<file path="config.mk">
export PLATFORM = sky130hd
export DESIGN_NAME = pulp_clock_gate_ctrl
export DESIGN_NICKNAME = d
export VERILOG_FILES = /design/src/rtl/pulp_clock_gate_ctrl.sv
export SDC_FILE = /design/constraint.sdc
export NUM_CORES = 1
export LEC_CHECK = 0
export ABC_CLOCK_PERIOD_IN_PS = 4900
export CAP_MARGIN = 30
export CORE_MARGIN = 4
export CORE_UTILIZATION = 30
export DETAILED_ROUTE_END_ITERATION = 16
export HOLD_SLACK_MARGIN = 0.15
export PLACE_DENSITY = 0.44
export SYNTH_ARGS = -nofsm -noshare
export SYNTH_HDL_FRONTEND = slang
export SYNTH_SLANG_ARGS = --single-unit
</file>
<file path="constraint.sdc">
create_clock -name clk_i -period 4.9 [get_ports clk_i]
set_input_delay 0.735 -clock clk_i [delete_from_list [all_inputs] [get_ports clk_i]]
set_output_delay 0.735 -clock clk_i [all_outputs]
set_load 0.05 [all_outputs]
</file>
<file path="src/rtl/pulp_clock_gate_ctrl.sv">
// Per-domain clock-enable scheduler. Each gated domain has its own
// OFF/WAKE/ON/IDLE state machine: a fixed wake-up delay before a grant, and
// a programmable idle timeout before the clock is removed.
module pulp_clock_gate_ctrl #(
    parameter int unsigned NUM_DOMAINS = 4,
    parameter int unsigned IDLE_CNT_W  = 8,
    parameter int unsigned WAKE_CYCLES = 2
) (
    input  logic                   clk_i,
    input  logic                   rst_ni,
    input  logic                   test_mode_i,
    input  logic [NUM_DOMAINS-1:0] req_i,
    input  logic [NUM_DOMAINS-1:0] busy_i,
    input  logic [NUM_DOMAINS-1:0] force_on_i,
    input  logic [NUM_DOMAINS-1:0] force_off_i,
    input  logic [IDLE_CNT_W-1:0]  idle_thresh_i,
    output logic [NUM_DOMAINS-1:0] clk_en_o,
    output logic [NUM_DOMAINS-1:0] ack_o,
    output logic                   any_active_o
);

    // One counter serves both the wake delay (up to 14) and the idle timeout.
    localparam int unsigned CntW = (IDLE_CNT_W > 4) ? IDLE_CNT_W : 4;
    localparam logic [CntW-1:0] WakeLoad = CntW'(WAKE_CYCLES - 1);

    typedef enum logic [1:0] {
        StOff,
        StWake,
        StOn,
        StIdle
    } state_e;

    state_e          state_q [NUM_DOMAINS];
    state_e          state_d [NUM_DOMAINS];
    logic [CntW-1:0] cnt_q   [NUM_DOMAINS];
    logic [CntW-1:0] cnt_d   [NUM_DOMAINS];

    logic [NUM_DOMAINS-1:0] want;
    logic [NUM_DOMAINS-1:0] act;
    logic [NUM_DOMAINS-1:0] kill;

    assign want = (req_i | force_on_i) & ~force_off_i;
    assign act  = req_i | busy_i | force_on_i;
    // A busy domain is never gated, even when software asks for it.
    assign kill = force_off_i & ~busy_i;

    // Next-state and counter update for every domain.
    always_comb begin
        for (int i = 0; i < NUM_DOMAINS; i++) begin
            state_d[i] = state_q[i];
            cnt_d[i]   = cnt_q[i];
            unique case (state_q[i])
                StOff: begin
                    if (want[i]) begin
                        state_d[i] = StWake;
                        cnt_d[i]   = WakeLoad;
                    end
                end
                StWake: begin
                    if (kill[i]) begin
                        state_d[i] = StOff;
                        cnt_d[i]   = '0;
                    end else if (cnt_q[i] == '0) begin
                        state_d[i] = StOn;
                    end else begin
                        cnt_d[i] = cnt_q[i] - CntW'(1);
                    end
                end
                StOn: begin
                    if (kill[i]) begin
                        state_d[i] = StOff;
                        cnt_d[i]   = '0;
                    end else if (!act[i]) begin
                        state_d[i] = StIdle;
                        cnt_d[i]   = CntW'(idle_thresh_i);
                    end
                end
                StIdle: begin
                    // Activity wins over an expiring timeout.
                    if (act[i] && !force_off_i[i]) begin
                        state_d[i] = StOn;
                        cnt_d[i]   = '0;
                    end else if (kill[i]) begin
                        state_d[i] = StOff;
                        cnt_d[i]   = '0;
                    end else if (cnt_q[i] == '0) begin
                        if (!busy_i[i]) begin
                            state_d[i] = StOff;
                        end
                    end else begin
                        cnt_d[i] = cnt_q[i] - CntW'(1);
                    end
                end
                default: begin
                    state_d[i] = StOff;
                    cnt_d[i]   = '0;
                end
            endcase
        end
    end

    // State and counter registers, cleared asynchronously.
    always_ff @(posedge clk_i or negedge rst_ni) begin
        if (!rst_ni) begin
            for (int i = 0; i < NUM_DOMAINS; i++) begin
                state_q[i] <= StOff;
                cnt_q[i]   <= '0;
            end
        end else begin
            for (int i = 0; i < NUM_DOMAINS; i++) begin
                state_q[i] <= state_d[i];
                cnt_q[i]   <= cnt_d[i];
            end
        end
    end

    // Outputs depend only on registered state plus direct inputs.
    always_comb begin
        clk_en_o = '0;
        ack_o    = '0;
        for (int i = 0; i < NUM_DOMAINS; i++) begin
            clk_en_o[i] = (state_q[i] != StOff) | test_mode_i;
            ack_o[i]    = (state_q[i] == StOn) & req_i[i] & ~force_off_i[i];
        end
        any_active_o = |clk_en_o;
    end

endmodule

</file>
**Word-level counts from Yosys, hierarchy flattened**

Cells that the tools add are included.

- Add/subtract/negate cells: 4
- Muxes and demuxes: 68
- Reductions and logical operators: 29
- Eq/ne operators: 32
- Bitwise logic cells: 23

Operator list:

| cell | number |
|---|---|
| $mux 8 | 24 |
| $pmux 8 s4 | 4 |
| $mux 2 | 36 |
| $logic_not 8->1 | 4 |
| $ne 4x4->1 const B | 8 |
| $pmux 2 s4 | 4 |
| $sub 8x1->8 const B | 4 |
| $ne 3x3->1 const B | 8 |
| $reduce_and 5->1 | 4 |
| $eq 2x2->1 const B | 8 |
| $or 4x4->4 | 3 |
| $and 1x1->1 | 8 |
| $and 4x4->4 | 2 |
| $eq 2x1->1 const B | 4 |
| $logic_not 2->1 | 4 |
| $ne 2x2->1 const B | 4 |
| $not 4->4 | 2 |
| $reduce_and 2->1 | 4 |
| $reduce_bool 2->1 | 4 |
| $logic_and 1x1->1 | 4 |
| $logic_not 1->1 | 4 |
| $not 1->1 | 4 |
| $or 1x1->1 | 4 |
| $reduce_or 4->1 | 1 |

- Output and inout bits: 9
- Word-level logic and storage cells: 164
- Input bits: 27
- Bits in registers: 40

**Longest topological paths before layout**

Gate-level depths: netlist of run 1.

- Word-level depth: 5
- Depth in mapped cells: 6
- Depth with buffers taken out: 6

**Least setup slack after synthesis of run 1**

OpenSTA, ideal clock, no wires.

- Path type: in2out
- Start: in force_off_i[2]
- End: out ack_o[2]
- Data required time: 4.165 ns
- Buffers on the path: 1
- Arrival: 2.598 ns
- Stages: 2
- Path slack: 1.567 ns
- Path through: clkbuf_1 > nor4b_1

- Cells in the longest elaborated chain, start to end: 2

Ends and longest elaborated chain:

| element | RTL line | source |
|---|---|---|
| from (decl) | 15 | `input logic [NUM_DOMAINS-1:0] force_off_i,` |
| $not 1->1 | 123 | `ack_o[i] = (state_q[i] == StOn) & req_i[i] & ~force_off_i[i];` |
| $and 1x1->1 | 123 |  |
| to (decl) | 18 | `output logic [NUM_DOMAINS-1:0] ack_o,` |

Every way passes these cells.

**Final worst setup path of run 1**

- Start: in test_mode_i
- End: out any_active_o

- Cells in the longest elaborated chain, start to end: 2
- Elaborated cells on any way between the ends: 5
- Those cells by class: 4 x bitwise; 1 x reduce/logical

Ends and longest elaborated chain:

| element | RTL line | source |
|---|---|---|
| from (decl) | 11 | `input logic test_mode_i,` |
| $or 1x1->1 | 122 | `clk_en_o[i] = (state_q[i] != StOff) \| test_mode_i;` |
| $reduce_or 4->1 (*) | 125 | `any_active_o = \|clk_en_o;` |
| to (decl) | 19 | `output logic any_active_o` |

Mark *: on every way between the ends. The rest lies on a longest branch, timed or not.

==> results by group, run 1 <==
Clocking
  • Worst-Skew Late Latency: 0.30 ns
  • H-tree Lvls: 2
  • Root Buffer: clkbuf_8
  • CTS sink cnt: 40
  • Total CTS buffers: 5
  • Resized cells post-CTS: 0
  • CTS clock-pin slew for the worst setup and hold paths: roughly 0.080 ns
  • Hold Buf Count CTS: 0
  • Max Root-Sink Buffers: 2
  • Post-CTS setup buffers: 0
  • CTS tree: built

Route
  • DRC: 0
  • Detailed-route vias per instance: 5.64
  • Routed Antenna Nets: 0
  • Total wire length after detailed routing: 9070 um
  • Vias: approximately 2800
  • DR WL/cell: 18.0 um
  • Initial DRC Count: approximately 110
  • DR pass1 iterations: 4

Synth
  • Synthesized flop and latch total: 40
  • Syn nets: 375
  • FFs w/ async S/R, synth: 1.00
  • Post-synthesis sequential area ratio: 0.332
  • YS warnings: 0
  • Mean Syn Cell Area: 8.82 um2
  • Unique masters post-synth: 66
  • EDFF count, synth: 0
  • Main synth FF type: dfrtp_1
  • Synth Cell Area: 3020 um2
  • Cell count after synthesis: 342

Timing
  • Worst-Margin Slew: approximately 0.95 ns
  • Final hold vios: 0
  • Setup TNS: 0 ns
  • Highest Clock Rate: 0.289 GHz
  • Clock Skews: around 0.0045 ns
  • Shortest period the worst path allows: 3.46 ns
  • Final max-slew violation count: 0
  • Slew margin rel.: 0.365
  • Min Hold Slack: about 0.33 ns
  • Final Cycle Share: 0.706
  • RSZ-0062 raised after global routing: no
  • Final setup viols: 0

Place
  • Detailed placement HPWL: 6560 um
  • Port Buffers: 35
  • GPL Wtd Cong: 0.824

Cells and area
  • Multi-input logic area: 1870 um2
  • Register area: between 1000 and 1500 um2
  • Fin nets: around 400
  • # fillers: 1019
  • Leading cell type in the layout, fill and taps excluded: dfrtp_1
  • Commonest cells after routing, fill and taps aside: 40 x dfrtp_1, 34 x clkdlybuf4s50_1, 23 x o21ai_0, 20 x inv_1, 20 x nor3_1
  • P&R area growth vs syn: 18.6%
  • Layout cells sized above 1: 0.0755
  • Number of diodes: 0

Critical path
  • Kind of critical path: input pin to primary output
  • Worst Path Max Fanout: 4
  • CP startpoint kind: input pin
  • CP arrival: 2.72 ns
  • Worst Setup End Kind: primary output
  • Worst path required time: roughly 4.2 ns
  • Reg2Reg Depth: 6

Die
  • Initial core utilization: 0.309
  • Std-Cell Rows: 36
  • Floorplan Core Area: 9770 um2
  • Die ar.: 11700 um2
  • DIE WIDTH: 108 um
  • I/O Pins: 36
  • Die Height: 108 um

Global route
  • Initial antenna violation count: 0
  • Vias in the first global route: 2823
  • Total GRT Usage: 0.162
  • First-pass GRT wire length: between 10000 and 15000 um
  • Largest net degree at the start of global routing: 30
  • Global-route congestion overflow total: 0

Power and ir drop
  • Peak VDD IR: 0.000196 V
  • Cell Pwr Density: 596 nW/um2
  • Leak Pwr: approximately 1.4 nW

Run
  • Maxcap violations: 0

Status
  • Status: completed

Hold path
  • Worst min path class: input pin to async pin
==> metrics by stage <==
step           utilization  area (um2)  instances  power, mW  setup slack (ns)
6_report             0.366        3580        504       2.13              1.44
5_1_grt              0.366        3580        504       2.33              1.36
4_1_cts              0.366        3580        504       2.14              1.44
3_5_place_dp         0.358        3500        497       1.91              1.46
3_3_place_gp         0.355        3470        493       1.92              1.49
2_1_floorplan            -        3020        342       1.59              1.57
==> worst paths after layout <==
| path | start | end | slack [ns] |
|---|---|---|---|
| max | test_mode_i | any_active_o | 1.44 |
| min | rst_ni | cnt_q[19] | 0.33 |
| max reg2reg | cnt_q[24] | cnt_q[27] | 2.62 |
| min reg2reg | cnt_q[20] | cnt_q[20] | 0.52 |
| max in group asynchronous | rst_ni | cnt_q[29] | 4.11 |
| min in group clk_i | cnt_q[20] | cnt_q[20] | 0.52 |
==> cells by family after synthesis <==
group,Yosys count,synth area share
AO/OA/AOI/OAI,118,0.299
XOR/XNOR,3,0.00871
adder cells (fa/ha/maj),6,0.0249
buffers and inverters,39,0.0497
flip-flops,40,0.332
multiplexers,7,0.0236
AND/OR/NAND/NOR,129,0.263
==> critical path, stage by stage <==
cell	delay [ns]
clkdlybuf4s50_1	0.44
or3_1	0.34
or4_1	0.49
clkdlybuf4s50_1	0.72
==> sequential cells by signal, indices dropped and copies added, names as in the netlist <==
name,cells
cnt_q,32
state_q,8
==> where the power goes <==
part	internal (mW)	total, mW	switching (mW)	leakage, nW
logic	0.545	1.25	0.701	0.826
clock network	0.0972	0.222	0.124	0.0410
registers	0.457	0.666	0.208	0.528
total	1.10	2.13	1.03	1.40
==> per-layer routing <==
| layer | track usage | wire, um |
|---|---|---|
| met3 | 0.0293 | 337 |
| met4 | 0.0487 | 94 |
| met2 | 0.249 | 4100 |
| met5 | 0 | 0 |
| met1 | 0.231 | 4540 |
==> synthesized netlist by cell type, drive strengths merged, types with 7 or more instances <==
| library cell | instances | area (um2) |
|---|---|---|
| dfrtp | 40 | 1000 |
| o21ai | 23 | 115 |
| nor3 | 21 | 110 |
| inv | 20 | 75.1 |
| nor2 | 16 | 62.6 |
| clkbuf | 15 | 56.3 |
| or3 | 15 | 93.8 |
| nand2b | 12 | 75.1 |
| a221o | 10 | 100 |
| nand2 | 10 | 37.5 |
| nand3 | 10 | 50.1 |
| a32oi | 9 | 78.8 |
| a22oi | 8 | 60.1 |
| nor2b | 8 | 50.1 |
| a21oi | 7 | 35.0 |
| nor4b | 7 | 76.3 |
| o31ai | 7 | 52.6 |
==> cell type report <==
cell class	count	share of cell area
Inverter	21	0.0220
Clock buffer	6	0.0203
Timing Repair Buffer	40	0.108
Clock inverter	1	0.00140
Tap cell	133	0.0465
Multi-Input combinational cell	263	0.522
Sequential cell	40	0.280
Power figures use the tool's default switching activity.
==> run 2: changes to the inputs <==
- ABC_CLOCK_PERIOD_IN_PS: 4900 -> 2900
- PLACE_DENSITY: 0.44 -> 0.46
- clock period: 4.9 -> 2.9 ns (I/O delays scaled with it)
==> run 2 against run 1 <==
  * Combinational power up 75%
  * Via count is 2.7% higher
  * Worst hold slack better by 0.18 ns
  * Clock power grew 140%
  * Cell area is 2.8% higher
  * First-iteration DRC count grew 120%
  * Die area is the same
  * Global-route usage decreased by 0.11 points
==> results by group, run 2 (synthesized netlist as in run 1, its figures left out) <==
Clocking
  • CTS sink cnt: 40
  • Post-CTS setup buffers: 0
  • Max Root-Sink Buffers: 2
  • CTS clock-pin slew for the worst setup and hold paths: 0.08 ns
  • Worst-Skew Late Latency: 0.30 ns
  • Root Buffer: clkbuf_8
  • CTS tree: built
  • H-tree Lvls: 2
  • Total CTS buffers: 5

Critical path
  • CP bufs+invs: 1
  • Kind of critical path: flip-flop to primary output
  • Reg2reg start: cnt_q[24]
  • Worst Setup SP: state_q[5]
  • CP top delay family: simple AND/OR/NAND/NOR gates
  • CP startpoint kind: flip-flop
  • Worst Setup End Kind: primary output
  • Worst Path Max Fanout: 11
  • CP arrival: roughly 2.0 ns
  • Worst path required time: 2.47 ns
  • CP most frequent cell: or4_1
  • Worst-path cell chain: or4_1, or4_1, buf_4
  • R2r setup slk: 0.63 ns
  • Slowest stage cell, crit path: or4_1
  • CP peak stage delay: ~0.54 ns

Timing
  • Final max-slew violation count: 0
  • Min Hold Slack: 0.510 ns
  • Highest Clock Rate: 0.411 GHz
  • RSZ-0062 raised after global routing: no
  • Slew margin rel.: 0.372
  • Shortest period the worst path allows: 2.44 ns
  • Final Cycle Share: 0.840
  • Final hold vios: 0
  • Setup TNS: 0 ns
  • Final setup viols: 0
  • Clock Skews: 0.0119 ns
  • Worst-Margin Slew: 0.939 ns

Die
  • Die Height: 108 um
  • Initial core utilization: 0.309
  • Die ar.: 11700 um2
  • I/O Pins: 36
  • Std-Cell Rows: 36
  • DIE WIDTH: 108 um
  • Floorplan Core Area: 9770 um2

Global route
  • GR Util met2: 0.248
  • Total GRT Usage: 0.161
  • GRT busiest layer: met2
  • First-pass GRT wire length: about 15000 um
  • Initial antenna violation count: 0
  • Global-route congestion overflow total: 0
  • Largest net degree at the start of global routing: 30
  • Vias in the first global route: between 2000 and 3000
  • GR Util met1: 0.232
  • GR Util met3: 0.0334

Power and ir drop
  • Peak VDD IR: roughly 0.00034 V
  • Leak Pwr: 1.46 nW
  • Cell Pwr Density: between 1000 and 1500 nW/um2
  • Final Power: 3.81 mW

Status
  • Status: completed

Cells and area
  • P&R area growth vs syn: 21.8%
  • Commonest cells after routing, fill and taps aside: 40 x dfrtp_1, 29 x clkdlybuf4s50_1, 23 x o21ai_0, 20 x inv_1, 20 x nor3_1
  • Max FFs per register: 32
  • Number of diodes: 0
  • Leading cell type in the layout, fill and taps excluded: dfrtp_1
  • # fillers: 1015
  • Fin nets: 411
  • Layout cells sized above 1: 0.108
  • Biggest regs: cnt_q x32, state_q x8
  • Largest Register: cnt_q

Route
  • DR WL/cell: 17.9 um
  • Routed Antenna Nets: 0
  • DRC: 0
  • Vias: 2918
  • Detailed-route vias per instance: 5.70
  • Total wire length after detailed routing: 9150 um
  • DR pass1 iterations: 5
  • Initial DRC Count: roughly 240

Hold path
  • Hold Startpoint: cnt_q[20]
  • Worst min path class: flip-flop to flip-flop

Place
  • Port Buffers: 35
  • GPL Wtd Cong: 0.804
  • Detailed placement HPWL: around 6600 um

Run
  • Maxcap violations: 0
run 2: through the flow:
stage / std cells / utilization / instance area [um2] / setup WS (ns)
3_5_place_dp: 503 / 0.362 / 3540 / 0.278
5_1_grt: 512 / 0.376 / 3680 / 0.389
4_1_cts: 512 / 0.376 / 3680 / 0.448
2_1_floorplan: 342 / - / 3020 / 0.167
6_report: 512 / 0.376 / 3680 / 0.464
3_3_place_gp: 502 / 0.360 / 3520 / 0.357
run 2: worst paths after layout:
check / to / cells after the start
worst max register to register: cnt_q[27] / 6
worst max-delay path: any_active_o / 3
min in group asynchronous: cnt_q[2] / 2
worst min register to register: cnt_q[20] / 1
worst min-delay path: cnt_q[20] / 1
max in group asynchronous: cnt_q[29] / 3
run 2: routing by layer:
| layer | vias up | wire length (um) |
|---|---|---|
| met3 | 7 | 495 |
| met5 | - | 0 |
| met4 | 0 | 84 |
| met2 | 65 | 4030 |
| met1 | 1419 | 4540 |
| li1 | 1427 | - |
run 2: area by class of cell:
class / count / area [um2] / share of cell area
repair buffers: 47 / 438 / 0.119
flip-flops and latches: 40 / 1000 / 0.272
multi-input cells: 263 / 1870 / 0.508
clock buffers: 7 / 96.3 / 0.0262
inverters: 21 / 78.8 / 0.0214
well taps: 133 / 166 / 0.0453
clock inverters: 1 / 30.0 / 0.00817
run 2: timing repair:
item | 4_1_cts | 5_1_grt
endpoints found under the hold margin | 11 | 0
hold buffers | 1 | 0
resized for setup | 0 | 0
run 2: power breakdown:
part	internal (mW)	switching (mW)
Sequential	0.773	0.319
Clock	0.304	0.221
Combinational	0.963	1.22
Total	2.04	1.76
